`config.mk`:
```
export PLATFORM = sky130hd
export DESIGN_NAME = branch_predictor
export DESIGN_NICKNAME = d
export VERILOG_FILES = /design/src/rtl/branch_predictor.sv
export SDC_FILE = /design/constraint.sdc
export NUM_CORES = 2
export LEC_CHECK = 0
export CAP_MARGIN = 20
export CORE_UTILIZATION = 63
export CTS_CLUSTER_SIZE = 10
export DETAILED_ROUTE_END_ITERATION = 12
export GPL_TIMING_DRIVEN = 0
export PLACE_DENSITY_LB_ADDON = 0.2
export REMOVE_ABC_BUFFERS = 1
export SYNTH_ARGS = -nofsm -noshare
export SYNTH_HDL_FRONTEND = slang
export SYNTH_SLANG_ARGS = --single-unit
```
`constraint.sdc`:
```
create_clock -name clk -period 7.7 [get_ports clk]
set_input_delay 1.54 -clock clk [delete_from_list [all_inputs] [get_ports clk]]
set_output_delay 1.54 -clock clk [all_outputs]
set_load 0.005 [all_outputs]
```
`src/rtl/branch_predictor.sv`:
```
//------------------------------------------------------------------------------
// branch_predictor : direct-mapped 2-bit direction predictor with target buffer
// Revision: 1.0
//------------------------------------------------------------------------------
`default_nettype none

module branch_predictor #(
    parameter int         IDX_W    = 5,
    parameter logic [1:0] CNT_INIT = 2'b01
) (
    input  logic                clk,
    input  logic                rstn,
    input  logic [31:0]         pc_IF,
    output logic                predict_IF,
    output logic [31:0]         pred_target_IF,
    input  logic                record_we,
    input  logic [IDX_W-1:0]    record_pc,
    input  logic [29-IDX_W:0]   record_tag,
    input  logic                record_data,
    input  logic [31:0]         record_target
);

    localparam int DEPTH = 1 << IDX_W;
    localparam int TAG_W = 30 - IDX_W;

    logic             valid  [DEPTH];
    logic [TAG_W-1:0] tag    [DEPTH];
    logic [1:0]       cnt    [DEPTH];
    logic [31:0]      target [DEPTH];

    logic [IDX_W-1:0] lookup_idx;
    logic [TAG_W-1:0] lookup_tag;
    logic             lookup_hit;
    logic             unused_pc_bits;

    logic             upd_hit;
    logic [1:0]       upd_cnt;
    logic [1:0]       cnt_inc;
    logic [1:0]       cnt_dec;

    assign lookup_idx     = pc_IF[IDX_W+1:2];
    assign lookup_tag     = pc_IF[31:IDX_W+2];
    assign unused_pc_bits = ^pc_IF[1:0];

    // Reads see the registered table only, so a same-cycle update shows up next cycle
    assign lookup_hit     = valid[lookup_idx] && (tag[lookup_idx] == lookup_tag);
    assign predict_IF     = lookup_hit && cnt[lookup_idx][1];
    assign pred_target_IF = predict_IF ? target[lookup_idx] : 32'h0;

    assign upd_hit = valid[record_pc] && (tag[record_pc] == record_tag);
    assign upd_cnt = cnt[record_pc];
    assign cnt_inc = (upd_cnt == 2'b11) ? 2'b11 : upd_cnt + 2'b01;
    assign cnt_dec = (upd_cnt == 2'b00) ? 2'b00 : upd_cnt - 2'b01;

    always_ff @(posedge clk or negedge rstn) begin
        if (!rstn) begin
            for (int i = 0; i < DEPTH; i++) begin
                valid[i]  <= 1'b0;
                tag[i]    <= '0;
                cnt[i]    <= CNT_INIT;
                target[i] <= '0;
            end
        end else if (record_we) begin
            if (upd_hit) begin
                if (record_data) begin
                    cnt[record_pc]    <= cnt_inc;
                    target[record_pc] <= record_target;
                end else begin
                    cnt[record_pc]    <= cnt_dec;
                end
            end else if (record_data) begin
                // Taken miss allocates (replacing any alias); not-taken misses are never allocated
                valid[record_pc]  <= 1'b1;
                tag[record_pc]    <= record_tag;
                cnt[record_pc]    <= 2'b10;
                target[record_pc] <= record_target;
            end
        end
    end

endmodule

`default_nettype wire

```
==> impl_metrics.env <==
export IMPL_outcome="complete, but fails checks"
export IMPL_violations="setup timing"
export IMPL_ys_ff_latch=1920
export IMPL_portBuffers=128
export IMPL_ctsHoldBuffers=0
export IMPL_grt_pass1_wl_mm=435.8
export IMPL_min_period_over_period=1.008
export IMPL_route_detailed_drc=0
export IMPL_max_freq_ghz=0.1289
export IMPL_viasPerCell=7.261
export IMPL_h_tree_depth=4
export IMPL_drtIter0Drc=7120
export IMPL_final_cell_mix="1888 x dfrtp_1, 1196 x mux2_2, 591 x mux4_2"
export IMPL_io_pins=131
export IMPL_crit_path_frequent_cell="buf_4"
export IMPL_firstDrtPassIters=8
export IMPL_cts_sinks=1920
export IMPL_antenna_left=0
export IMPL_synthFlopType="dfrtp_1"
export IMPL_worst_pin_slew_ns=1.143
export IMPL_cts_buffer_depth=3
export IMPL_placed_cell_area_um2=102500
export IMPL_crit_fanout=26
export IMPL_r2r_start="tag[301]"
export IMPL_synth_area_um2=96600
export IMPL_dpl_hpwl_mm=176.6
export IMPL_setup_viol=11
export IMPL_grt_overflow_total=0
export IMPL_regToRegSetupSlack_ns=2.20
export IMPL_nFillCells=9317
export IMPL_cts_tree="built"
export IMPL_final_layout_size_suffix_gt1_frac=0.4386
export IMPL_synthDistinctLibCells=64
export IMPL_via_count=61880
export IMPL_power_total_uw=25620
export IMPL_cp_required_ns=8.44
export IMPL_globalplace_congestion=0.8155
export IMPL_finClkSkew_ns=0.06424
export IMPL_rows=143
export IMPL_hold_slack_ns=0.4746
export IMPL_core_um2=152100
export IMPL_clk_pin_slew_ns=0.06
export IMPL_rr_worst_depth=19
export IMPL_syn_inst=6422
export IMPL_ir_worst_vdd_uv=279.5
export IMPL_finalCriticalPeriod_ns=7.760
export IMPL_hold_violations=0
export IMPL_syn_area_per_cell_um2=15.04
export IMPL_cts_root_buf="clkbuf_16"
export IMPL_hp_class="register to register"
export IMPL_grt_usage=0.3806
export IMPL_ys_seq_area_frac=0.4978
export IMPL_mostFrequentLayoutCell="dfrtp_1"
export IMPL_clkLatencyLatePin_ns=0.88
export IMPL_end_kind="register"
export IMPL_layout_nets=6511
export IMPL_crit_type="primary input to register"
export IMPL_syn2layout_area_growth_pct=13.76
export IMPL_stdcell_area_um2=109900
export IMPL_startpoint_type="primary input"
export IMPL_crit_chain="clkdlybuf4s50_1 -> buf_8 -> nand4b_4 -> o22ai_1 -> nor4_1 -> and3_1 -> nor4_2 -> nand4_1 -> nor4_4 -> buf_4 -> buf_4 -> buf_4 -> buf_6 -> buf_4 -> buf_4 -> buf_4 -> nor3_4 -> buf_16 -> buf_16 -> buf_16 -> mux2_1"
export IMPL_wl_per_cell_um=34.54
export IMPL_grt_max_degree=191
export IMPL_fin_ws_ns=-0.06020
export IMPL_drv_slew=0
export IMPL_die_x_um=393.6
export IMPL_yosys_warnings=0
export IMPL_setup_tns_ns=-0.3351
export IMPL_critPathLaunch="record_pc[4]"
export IMPL_synthArstFlopShare=1.000
export IMPL_drt_total_wl_mm=294.4
export IMPL_first_global_vias=64890
export IMPL_cpMaxStageDelayCell="clkdlybuf4s50_1"
export IMPL_leakagePower_uw=0.04931
export IMPL_rsz0062_at_grt="no"
export IMPL_power_density_nw_per_um2=233.1
export IMPL_cts_made_buffers=213
export IMPL_die_h_um=393.6
export IMPL_r2r_end="tag[345]"
export IMPL_synth_edf_count=0
export IMPL_start_util=0.6352
export IMPL_crit_end="tag[345]"
export IMPL_drv_cap=0
export IMPL_slowest_delay_ns=0.94
export IMPL_maxSlewHeadroom=0.2355
export IMPL_cp_arrival_ns=8.50
export IMPL_antenna_found_initial=12
export IMPL_dieArea_um2=154900
[through the flow]
step                  util  cells  worst slack, ns
finish              0.7225   8522         -0.06020
global route        0.7225   8517          0.01507
CTS                 0.7172   8480          0.03147
detailed placement  0.6741   8173           -1.628
global placement    0.6390   7945           -80.24
floorplan                -   5787           -10.05
[flip-flops by register name (all words and copies together) (netlist names)]
name / flops
cnt: 64
target: 1024
tag: 800
valid: 32
[worst max-delay path: cells and delay by family]
| kind | cells | cell delay [ns] |
|---|---|---|
| multiplexers | 1 | 0.32 |
| AND/OR/NAND/NOR | 7 | 2.75 |
| buffers and inverters | 12 | 3.24 |
| AO/OA/AOI/OAI | 1 | 0.54 |
[layer usage]
layer / vias up / global-route usage / routed length, um
met5: - / 0 / 45
met4: 8 / 0.2278 / 20810
met3: 1221 / 0.08962 / 27730
met2: 3784 / 0.5744 / 135300
met1: 32750 / 0.5068 / 110500
li1: 24120 / - / -
[power breakdown]
| group | internal, uW | total, uW | leakage, uW | switching [uW] |
|---|---|---|---|---|
| combinational | 2340 | 4070 | 0.0211 | 1730 |
| sequential | 11400 | 12400 | 0.0254 | 918 |
| clock | 5090 | 9200 | 0.00287 | 4110 |
| total | 18900 | 25600 | 0.0493 | 6760 |
[cell families (layout without fill, tap and decap cells)]
group	count (synthesis)	in the layout	share of synthesized area
mux	2794	2794	0.4028
flops	1920	1920	0.4978
simple gates	685	686	0.03781
buf+inv	639	700	0.03372
compound gates	352	352	0.02493
xor+xnor	31	31	0.002811
fa+ha+maj	1	1	0.0001036
other cells	0	8	0
[repair_timing]
action                                  in CTS  in global routing
gates resized for setup                     28                 14
endpoints found under the setup margin     164                214
hold endpoints to repair                     0                  0
pin swaps                                    4                  1
buffers inserted                            10                  7
gates cloned                                11                  5
[worst min path at each step]
stage	start	endpoint	depth (start not counted)
after floorplan	target[1000]	target[1000]	2
final	target[1009]	target[1009]	2
after CTS	target[995]	target[995]	2
after global placement	target[867]	target[867]	2
after global routing	target[871]	target[871]	2
after detailed placement	target[738]	target[738]	2
[synth_stat cells, drive strengths merged, types with 3 or more instances]
library cell	number	area share
dfrtp	1888	0.49
mux2	1728	0.22
mux4	591	0.14
mux2i	475	0.049
clkbuf	399	0.016
nand2	347	0.013
buf	236	0.018
o22ai	210	0.014
nor4	125	0.0081
nor2	47	0.0021
or2	35	0.0023
dfstp	32	0.0087
nor3	31	0.0045
o32a	29	0.0030
nand3	27	0.0014
o21bai	27	0.0021
o2bb2ai	27	0.0024
o21ai	23	0.0012
xnor2	21	0.0019
and3	14	0.00091
a21oi	13	0.00067
xor2	10	0.00091
nand4	9	0.00058
nand4b	7	0.00098
and2	6	0.00039
nand4bb	6	0.00070
nor2b	6	0.00039
a22oi	5	0.00039
or3	5	0.00032
inv	4	0.00016
or4b	4	0.00041
a21bo	3	0.00031
a2bb2oi	3	0.00027
and3b	3	0.00027
nand2b	3	0.00019
nand3b	3	0.00023
o211ai	3	0.00023
[final cells by class]
class,count,area [um^2],share of cell area
sequential,1920,48090,0.4376
clock buffer,271,5620,0.05115
antenna,8,20.02,0.0001822
clock inverter,15,322.8,0.002938
tap,2030,2540,0.02311
multi-input combinational,3864,45950,0.4182
timing repair buffer,410,7330,0.06670
inverter,4,15.01,0.0001366
Note: power is estimated with default switching activity, not from simulation.
